===== src/rtl/counter_pkg.sv =====
// counter_pkg: shared state encoding and widths for the counter widener
package counter_pkg;
  localparam int FullWidth = 64;
  typedef enum logic [1:0] {UNSYNC, TRACK, FAULT} state_t;
endpackage


===== src/rtl/counter_step_check.sv =====
// counter_step_check: modular step between samples, step legality and low-field wrap detect
module counter_step_check #(
  parameter int              CounterWidth = 32,
  parameter longint unsigned MaxStep      = 1
) (
  input  logic [CounterWidth-1:0] prev_low,
  input  logic [CounterWidth-1:0] cur,
  output logic [CounterWidth-1:0] delta,
  output logic                    legal,
  output logic                    wrapped
);
  assign delta   = cur - prev_low;
  assign legal   = delta != '0 && delta <= CounterWidth'(MaxStep);
  // a legal forward step that lands below the previous low field crossed 2^CounterWidth
  assign wrapped = legal && cur < prev_low;
endmodule


===== src/rtl/counter_widen.sv =====
// counter_widen: rebuilds a 64-bit counter from its truncated low bits,
// tracking wraps of the low field and flagging illegal steps.
module counter_widen
  import counter_pkg::*;
#(
  parameter int              CounterWidth = 32,
  parameter longint unsigned MaxStep      = 1
) (
  input  logic                    clk,
  input  logic                    rst,
  input  logic                    in_valid,
  input  logic [CounterWidth-1:0] in_count,
  input  logic                    resync,
  output logic                    out_valid,
  output logic [FullWidth-1:0]    out_count,
  output logic                    wrap,
  output logic                    err,
  output logic                    overflow
);
  localparam int UpperWidth = FullWidth - CounterWidth;
  state_t                  state, state_d;
  logic [FullWidth-1:0]    count_d;
  logic                    valid_d, wrap_d, err_d, ovf_d;
  logic [CounterWidth-1:0] delta;
  logic                    legal, wrapped, carry;
  logic [UpperWidth-1:0]   upper, upper_inc;

  assign upper = out_count[FullWidth-1:CounterWidth];
  // carry out of the upper field feeds only the overflow flag
  assign {carry, upper_inc} = {1'b0, upper} + (UpperWidth + 1)'(1);

  counter_step_check #(
    .CounterWidth(CounterWidth),
    .MaxStep     (MaxStep)
  ) u_step (
    .prev_low(out_count[CounterWidth-1:0]),
    .cur     (in_count),
    .delta   (delta),
    .legal   (legal),
    .wrapped (wrapped)
  );

  always_ff @(posedge clk or posedge rst)
    if (rst) state <= UNSYNC;
    else     state <= state_d;

  always_comb
    state_d = resync                                     ? UNSYNC :
              !in_valid                                  ? state  :
              state == UNSYNC                            ? TRACK  :
              state == TRACK && delta != '0 && !legal    ? FAULT  : state;

  always_comb begin
    count_d = out_count;
    valid_d = 1'b0;
    wrap_d  = 1'b0;
    err_d   = err;
    ovf_d   = overflow;
    if (resync) begin
      err_d = 1'b0;
      ovf_d = 1'b0;
    end else if (in_valid && state == UNSYNC) begin
      count_d = FullWidth'(in_count);
      valid_d = 1'b1;
    end else if (in_valid && state == TRACK) begin
      if (delta == '0) begin
        valid_d = 1'b1;
      end else if (legal) begin
        count_d = {wrapped ? upper_inc : upper, in_count};
        valid_d = 1'b1;
        wrap_d  = wrapped;
        ovf_d   = overflow | (wrapped & carry);
      end else begin
        err_d = 1'b1;
      end
    end
  end

  always_ff @(posedge clk or posedge rst)
    if (rst) begin
      out_count <= '0;
      out_valid <= 1'b0;
      wrap      <= 1'b0;
      err       <= 1'b0;
      overflow  <= 1'b0;
    end else begin
      out_count <= count_d;
      out_valid <= valid_d;
      wrap      <= wrap_d;
      err       <= err_d;
      overflow  <= ovf_d;
    end
endmodule


===== config.mk =====
export PLATFORM = sky130hd
export DESIGN_NAME = counter_widen
export DESIGN_NICKNAME = d
export VERILOG_FILES = /design/src/rtl/counter_pkg.sv /design/src/rtl/counter_step_check.sv /design/src/rtl/counter_widen.sv
export SDC_FILE = /design/constraint.sdc
export NUM_CORES = 1
export LEC_CHECK = 0
export CORE_UTILIZATION = 45
export CTS_CLUSTER_DIAMETER = 60
export DETAILED_ROUTE_END_ITERATION = 12
export GPL_ROUTABILITY_DRIVEN = 0
export PLACE_DENSITY = 0.71
export SYNTH_ARGS = -nofsm -noshare
export SYNTH_HDL_FRONTEND = slang
export SYNTH_SLANG_ARGS = --single-unit

===== constraint.sdc =====
create_clock -name clk -period 10.3 [get_ports clk]
set_input_delay 1.545 -clock clk [delete_from_list [all_inputs] [get_ports clk]]
set_output_delay 1.545 -clock clk [all_outputs]
set_load 0.01 [all_outputs]

==> impl_metrics.ini <==
[logic_synthesis]
ys.warnings.count = 0
netlist.area_leader.share_pct = 28.8
netlist_top_cells_count = dfrtp_1 (70), nand2_1 (68), inv_1 (48)
synth_fp_nets = 788
yosysMostFrequentCell = dfrtp_1
synth_cells = 718
synth.area.top_cells = dfrtp_1 (29%), ha_1 (6.8%), mux2_2 (5.7%), nand2_1 (4.2%), a21oi_1 (3.5%)
synth_area_sq_mm = 0.00607
yosysUniqueCellTypes = 74
ys_seq_area_share_pct = 28.8
synth_seq_cells = 70
synthFlopType = dfrtp_1
synth-edff-count = 0
synth-async-reset-ratio_pct = 100
synth_top_cell_by_area = dfrtp_1
synth_area_per_cell_sq_um = 8.46

[clock_network]
cts.repair.resized = 0
root_buffer = clkbuf_16
clockBufferDepth = 2
h-tree-depth = 3
path_clk_slew_ns = 0.06
clock-sinks = 70
cts-hold-fix-buffers = 0
cts_buffers = 9
postCtsSetupBuffers = 0
clock_latency_ns = 0.35
cts_tree = yes

[worst_hold_path]
hp-class = reg2reg

[finish]
area_growth_syn_to_layout_pct = 23.2
final_area_sq_mm = 0.00748
nets = 866
diodes = 0
seq_area_sq_mm = 0.00175
drive_gt1_share_pct = 9.61
multi_input_area_sq_mm = 0.00398
n_fill_cell = 1202
final_cells = 977

[critical_path]
rr_worst_depth = 13
cpLargestDelayFamily = compound AO/OA/AOI/OAI gates
cp-startpoint = in_count[0]
worstSetupPathType = in2reg
worstPathCellList = clkdlybuf4s50_1, inv_1, ha_1, fa_1, nor2b_1, o31ai_2, a211oi_2, nor3_1, mux2_1, o311ai_0, o211ai_1, or3b_1, buf_4, or4_1, a21oi_1
reg2reg_slack_ns = 5.52
critPathSlowestCell = o311ai_0
worst-path-max-fanout = 46
cp-endpoint = out_count[35]
crit_buf_inv = 3
cp.depth = 15
cp_data_arrival_time_ns = 6.38
start_kind = input port
worstReg2RegStart = out_count[0]
reg2reg_to = out_count[35]
crit_path_end_kind = register
slowest_delay_ns = 0.79
required_ns = 10.57

[drt]
wl_per_cell_um = 16.8
ant_nets = 0
wl_um = 16400
drc_errors = 0
drt_iter0_drc = 497
dr_total_vias = 5984
post_drt_via_cell_ratio = 6.12
dr.pass1.iters = 5

[floorplan]
fp.dieH_um = 118
io_pins = 104
die_area_sq_mm = 0.0140
core_area_sq_mm = 0.0132
fp.dieW_um = 118
start_util_pct = 46.0
rows = 42

[sta]
fin_crit_ns = 6.11
rsz0062_at_grt = false
fin_skew_ns = 0.00972
final.period_utilization_pct = 59.3
fmax_mhz = 164
relSlewSlack_pct = 20.1
drv_slew = 0
tightest_slew_ns = 1.20
finalHoldViolations = 0
fin_tns_setup_ns = 0
setup_viol = 0

[grt]
grt_max_degree = 71
gr-total-overflow = 0
grt_pass1_vias = 5857
antenna_found_initial = 0
grt_pass1_wl_um = 27900
grtUsageTotal_pct = 24.4

[pwr]
leakagePower_nw = 3.03
powerDensity_mw_per_mm2 = 172
vdd_ir_drop_max_v = 0.0000888

[job]
drv_cap = 0

[outcome]
status = complete, no violations

[placed_design]
dp_hpwl_um = 12100
dpl-instance-area_sq_mm = 0.00718
io_buffers = 103
place_inst = 961
-- cell families (layout without fill, tap and decap cells) --
logic type                 Yosys count  in the layout  share of synthesized area (%)
AOI/OAI and AO/OA                  186            186                           21.8
muxes                               54             54                           9.58
adders and majority gates           34             34                           7.13
xor gates and xnor gates             5              5                          0.721
and+or+nand+nor                    282            282                           26.0
buffers and inverters               87            170                           5.89
DFF                                 70             70                           28.8
-- layout make-up --
cell class,instances,share of cell area (%)
Clock buffer,11,3.24
Clock inverter,5,0.769
Inverter,48,2.41
Multi-Input combinational cell,561,53.2
Sequential cell,70,23.4
Tap cell,176,2.94
Timing Repair Buffer,106,14.1
-- through the flow --
step / total power, W / util, % / hold WS (ns) / setup slack, ns
CTS: 0.00129 / 56.7 / 0.483 / 4.27
floorplan: 0.000770 / - / 0.456 / 5.36
finish: 0.00128 / 56.7 / 0.480 / 4.19
global placement: 0.000946 / 54.5 / 0.466 / 4.01
detailed placement: 0.000958 / 54.5 / 0.468 / 3.92
global route: 0.00137 / 56.7 / 0.490 / 3.95
-- layout by cell type, fill, tap and decap left out, types with 22 or more instances in the layout --
master / n
nand2_1: 68
o21ai_0: 25
a21oi_1: 43
dfrtp_1: 70
nor2_1: 30
mux2_2: 31
nand3_1: 33
ha_1: 33
clkdlybuf4s50_1: 103
inv_1: 47
nand4_1: 22
-- registers in the layout, indices dropped and copies added, names as in the netlist --
signal,cells
out_count,64
state,2
err,1
overflow,1
out_valid,1
wrap,1
-- how the worst min path moves through the flow --
stage / from / endpoint / slack, ns / cells after the start
after floorplan: state[1] / state[1] / 0.46 / 1
final: overflow / overflow / 0.48 / 1
after global routing: state[1] / state[1] / 0.49 / 1
after CTS: state[1] / state[1] / 0.48 / 1
after detailed placement: overflow / overflow / 0.47 / 1
after global placement: overflow / overflow / 0.47 / 1
-- layer usage --
metal	GRT usage [%]	wire [um]	vias up
li1	-	-	2852
met1	31.4	7420	2898
met2	39.3	7640	201
met3	4.44	899	33
met4	11.8	409	0
met5	0	0	-
-- where the power goes --
group | internal (W) | switching, W | total [W]
sequential | 0.000306 | 0.0000240 | 0.000330
clock | 0.000195 | 0.000127 | 0.000322
combinational | 0.000270 | 0.000363 | 0.000633
Note: power is estimated with default switching activity, not from simulation.
